[config.mk]
export PLATFORM = sky130hd
export DESIGN_NAME = adat_tx_stream
export DESIGN_NICKNAME = d
export VERILOG_FILES = /design/src/rtl/adat_tx_stream.sv
export SDC_FILE = /design/constraint.sdc
export NUM_CORES = 1
export LEC_CHECK = 0
export CAP_MARGIN = 20
export CORE_UTILIZATION = 40
export DETAILED_ROUTE_END_ITERATION = 10
export PLACE_DENSITY = 0.65
export SYNTH_ARGS = -nofsm -noshare
export SYNTH_HDL_FRONTEND = slang
export SYNTH_SLANG_ARGS = --single-unit
[constraint.sdc]
create_clock -name clk -period 4.2 [get_ports clk]
set_input_delay 0.84 -clock clk [delete_from_list [all_inputs] [get_ports clk]]
set_output_delay 0.84 -clock clk [all_outputs]
set_load 0.02 [all_outputs]
[src/rtl/adat_tx_stream.sv]
// ADAT optical-link transmitter: builds 256-bit frames from buffered samples and drives an NRZI line.
// Latency: a sample accepted at edge N is sent in the first frame load after N; frames run back to back while enable is high.
// Backpressure: one-entry holding buffer, sample_ready = buffer empty; an empty buffer at load repeats the last audio and pulses underrun.
//
// Ports:
//   clk, reset_n           clock, asynchronous active-low reset
//   enable                 run request (level); a frame in progress always completes
//   timecode, midi, smux   user bits, captured at each frame load
//   samples, sample_valid  flat channel vector (ch0 in the low bits) and its valid
//   sample_ready           holding buffer empty
//   frame_start, underrun  one-cycle pulses following each frame load
//   busy                   high while in RUN
//   bitstream_out          NRZI-encoded ADAT line
module adat_tx_stream #(
    parameter int OVERSAMPLE = 8,
    parameter int NUM_CH     = 8,
    parameter int SAMPLE_W   = 24
) (
    input  logic                       clk,
    input  logic                       reset_n,
    input  logic                       enable,
    input  logic                       timecode,
    input  logic                       midi,
    input  logic                       smux,
    input  logic [NUM_CH*SAMPLE_W-1:0] samples,
    input  logic                       sample_valid,
    output logic                       sample_ready,
    output logic                       frame_start,
    output logic                       underrun,
    output logic                       busy,
    output logic                       bitstream_out
);

    localparam int TW = $clog2(OVERSAMPLE);

    typedef enum logic {IDLE, RUN} state_t;

    state_t                     state, state_nx;
    logic [TW-1:0]              tick;
    logic [7:0]                 bit_idx;
    logic [255:0]               shreg;
    logic [NUM_CH*SAMPLE_W-1:0] hold_dat;
    logic                       hold_full;
    logic [191:0]               last_audio;
    logic [191:0]               fmt_audio;
    logic [191:0]               audio_sel;
    logic [255:0]               frame;
    logic                       tick_last;
    logic                       frame_end;
    logic                       load;
    logic                       bit_edge;
    logic                       capture;

    assign tick_last    = (tick == TW'(OVERSAMPLE - 1));
    assign frame_end    = tick_last && (bit_idx == 8'd255);
    assign bit_edge     = (state == RUN) && tick_last && (bit_idx != 8'd255);
    assign capture      = sample_valid && !hold_full;
    assign sample_ready = ~hold_full;
    assign busy         = (state == RUN);

    always_comb begin
        state_nx = state;
        load     = 1'b0;
        case (state)
            IDLE: begin
                if (enable) begin
                    load     = 1'b1;
                    state_nx = RUN;
                end
            end
            RUN: begin
                if (frame_end) begin
                    if (enable) load = 1'b1;
                    else        state_nx = IDLE;
                end
            end
            default: state_nx = IDLE;
        endcase
    end

    // Each sample is MSB-aligned in its 24-bit slot with zero LSBs; slot 0 is sent first.
    always_comb begin
        logic [23:0] slot;
        fmt_audio = '0;
        for (int c = 0; c < NUM_CH; c++) begin
            slot                 = '0;
            slot[SAMPLE_W-1:0]   = hold_dat[c*SAMPLE_W +: SAMPLE_W];
            fmt_audio[191-24*c -: 24] = slot << (24 - SAMPLE_W);
        end
    end

    // A full buffer is consumed by this load; an empty one repeats the previous audio.
    assign audio_sel = hold_full ? fmt_audio : last_audio;

    // Frame bit 0 sits at frame[255] so the register can shift left MSB first.
    always_comb begin
        frame          = '0;
        frame[255:240] = {1'b1, 10'b0, 1'b1, timecode, midi, smux, 1'b0};
        for (int g = 0; g < 48; g++) begin
            frame[239-5*g -: 5] = {1'b1, audio_sel[191-4*g -: 4]};
        end
    end

    always_ff @(posedge clk or negedge reset_n) begin
        if (!reset_n) begin
            state         <= IDLE;
            tick          <= '0;
            bit_idx       <= '0;
            shreg         <= '0;
            hold_dat      <= '0;
            hold_full     <= 1'b0;
            last_audio    <= '0;
            frame_start   <= 1'b0;
            underrun      <= 1'b0;
            bitstream_out <= 1'b0;
        end else begin
            state       <= state_nx;
            frame_start <= load;
            underrun    <= load && !hold_full;

            if (load) begin
                tick    <= '0;
                bit_idx <= '0;
            end else if (state == RUN) begin
                if (tick_last) begin
                    tick    <= '0;
                    bit_idx <= bit_idx + 8'd1;
                end else begin
                    tick <= tick + TW'(1);
                end
            end else begin
                tick    <= '0;
                bit_idx <= '0;
            end

            // NRZI: a 1 toggles the line, a 0 holds it.
            if (load) begin
                shreg         <= frame;
                last_audio    <= audio_sel;
                bitstream_out <= bitstream_out ^ frame[255];
            end else if (bit_edge) begin
                shreg         <= shreg << 1;
                bitstream_out <= bitstream_out ^ shreg[254];
            end

            // Capture only happens into an empty buffer, so a same-edge load has already
            // taken the repeat path and the new data waits for the next frame.
            if (capture) begin
                hold_dat  <= samples;
                hold_full <= 1'b1;
            end else if (load && hold_full) begin
                hold_full <= 1'b0;
            end
        end
    end

endmodule

==> impl_metrics.toml <==
[worst_setup_path]
r2r-start = "tick[0]$_DFF_PN0_"
end_kind = "output pin"
r2r-end = "last_audio[136]$_DFFE_PN0P_"
r2r_cells = 8
slowest_delay_ps = 850
path_cells = "inv_1 -> clkdlybuf4s50_1"
reg2reg_slack_ps = 1280
cp_max_fo = 35
path_depth = 2
crit_arrival_ps = 2120
path_buf_inv = 2
start_kind = "flip-flop"
crit_type = "reg2out"
cpMaxStageDelayCell = "dfrtp_4"
cp.required_ps = 3360
cpLargestDelayFamily = "flip-flops"

[grt]
track_usage = 0.164
grt_pass1_wl_um = 93300
grt_max_degree = 132
grt_util_met2 = 0.281
grt.busiest_layer = "met2"
overflow = 0
use_met1 = 0.210
gr-usage-met3 = 0.0286
antenna_found_initial = 2
grt_pass1_vias = 17358

[clocking]
cts_max_path_buffers = 3
clk_pin_slew_ps = 50
ctsResizeCount = 0
worstSkewPairLatency_ps = 600
post-cts-setup-buffers = 0
root_buffer = "clkbuf_16"
htree_levels = 3
hold_buffers = 0
cts_tree = "yes"
cts.sinks = 655
numCtsBuffers = 74

[pwr]
leakage_nw = 16.3
peakVddDrop_v = 0.000256
power_density_nw_per_um2 = 461

[timing]
setup_tns_ps = 0
final_hold_viol_count = 0
tightest_slew_ps = 1180
setup_viol = 0
drv_slew = 0
fmax_mhz = 338
skew_ps = 21.4
post-route-period-util = 0.704
rsz0062_at_grt = "false"
relSlewSlack = 0.211
period_minus_slack_ps = 2960

[place]
gp_congestion = 0.737
placedCellCount = 3058
numPortBuffers = 203
dpl.hpwl_um = 35000

[logic_synthesis]
ys_seq_area_frac = 0.579
syn_nets = 2209
avgSynthCellArea_um2 = 14.1
syn_inst = 2007
ys_warn_count = 0
syn-cell-area_um2 = 28300
synth.distinct_cells = 43
ys_seq_elements = 655

[layout]
finish.utilization = 0.482
drive_gt1_frac = 0.189
fillCellCount = 6069
area_growth_pct = 19.1
final_nets = 2396
final_cell_count_no_fill = 3187

[routing]
vias_per_cell = 5.04
wl_per_cell_um = 17.9
routed-via-count = 16069
firstDrtPassIters = 6
drc = 0
drt-total-wl_um = 57100
drtAntennaViolNets = 0
drt_iter0_markers = 816

[floorplanning]
core_area_um2 = 70000
core.rowCount = 97
die_h_um = 268
start_util = 0.404
die_x_um = 268
die-area_um2 = 71900
io_pins = 204

[flow_run]
cap_violations = 0

[status]
status = "complete, no violations"

[hold_path]
hold_class = "in2async"
[final cells by class]
class | instances | area (um2) | area share
flip-flops and latches | 655 | 16400 | 0.486
well taps | 940 | 1180 | 0.0349
repair buffers | 244 | 2570 | 0.0762
inverters | 7 | 26.3 | 0.000779
multi-input cells | 1212 | 11200 | 0.333
diodes | 1 | 2.50 | 0.0000742
clock inverters | 27 | 233 | 0.00690
clock buffers | 101 | 2090 | 0.0621
[cell usage in the layout, fill, tap and decap left out, drive strengths merged, types with 2 or more instances in the layout]
master,count
a21boi,3
a21oi,11
a22oi,11
a31oi,2
and2,2
and3,2
buf,42
bufinv,3
clkbuf,101
clkdlybuf4s50,202
clkinv,18
clkinvlp,3
dfrtp,655
ha,3
inv,10
mux2,380
mux2i,559
nand2,139
nand2b,2
nand3,60
nand4,5
nor2,2
o21ai,15
o22ai,2
xnor2,2
[power breakdown]
part	internal [mW]	switching [mW]
registers	7.04	0.597
logic	1.08	0.668
clock network	3.67	2.52
total	11.8	3.78
[metrics by stage]
stage	power (mW)	hold WS, ps	worst slack, ps	area, um2
after floorplan	8.72	409	2140	28300
after global placement	9.46	428	983	31400
after detailed placement	9.54	451	937	31400
after CTS	15.8	296	1210	33700
after global routing	16.3	316	1140	33700
final	15.6	273	1240	33700
[kinds of logic (layout without fill, tap and decap cells)]
| logic type | Yosys count | count (layout) | share of synthesized area |
|---|---|---|---|
| AND/OR/NAND/NOR | 217 | 217 | 0.0336 |
| adder cells (fa/ha/maj) | 3 | 3 | 0.00133 |
| AO/OA/AOI/OAI | 51 | 51 | 0.0114 |
| flip-flops | 655 | 655 | 0.579 |
| multiplexers | 939 | 939 | 0.349 |
| other | 0 | 1 | 0 |
| buffers and inverters | 140 | 379 | 0.0258 |
| XOR/XNOR | 2 | 2 | 0.000619 |
[per-layer routing]
metal  wire length [um]  up-vias  part of all wire
met5                  9        -           0.00016
met4               1190        2             0.021
met3               1890       96             0.033
met2              28300      208              0.50
met1              25700     8220              0.45
li1                   -     7543                 -
[Yosys cell counts, drive strengths merged]
library cell	instances	area share
mux2i	559	0.20
buf	90	0.019
a21oi	11	0.0019
o21a	1	0.00027
nor4	1	0.00022
o211ai	1	0.00027
a22oi	11	0.0029
nand2b	2	0.00044
o21ai	15	0.0028
nor2	2	0.00027
nand3	60	0.011
mux2	380	0.15
or3	1	0.00022
nand4	5	0.0015
a31oi	2	0.00044
nand2	139	0.019
nor2b	1	0.00022
ha	3	0.0013
xnor2	2	0.00062
dfrtp	655	0.58
a41o	1	0.00035
inv	6	0.00080
o22ai	2	0.00044
a21boi	3	0.00080
nand4b	1	0.00031
and2	2	0.00044
and3	2	0.00044
nor3	1	0.00018
a21o	1	0.00027
o221ai	1	0.00031
clkinv	1	0.00013
o211a	1	0.00035
clkbuf	43	0.0057
o2bb2ai	1	0.00031
[flip-flops by register name, indices dropped and copies added, names as in the netlist]
register       cells
shreg            255
hold_dat         192
last_audio       192
bit_idx            8
tick               3
bitstream_out      1
busy               1
frame_start        1
hold_full          1
underrun           1
[worst max-delay path by stage]
stage	start	to	slack (ps)
after floorplan	sample_valid	hold_dat[122]$_DFFE_PN0P_	2140
after CTS	hold_full$_DFFE_PN0P_	sample_ready	1210
after global placement	enable	last_audio[139]$_DFFE_PN0P_	980
final	hold_full$_DFFE_PN0P_	sample_ready	1240
after detailed placement	enable	last_audio[138]$_DFFE_PN0P_	940
after global routing	hold_full$_DFFE_PN0P_	sample_ready	1140
Power figures use the tool's default switching activity.
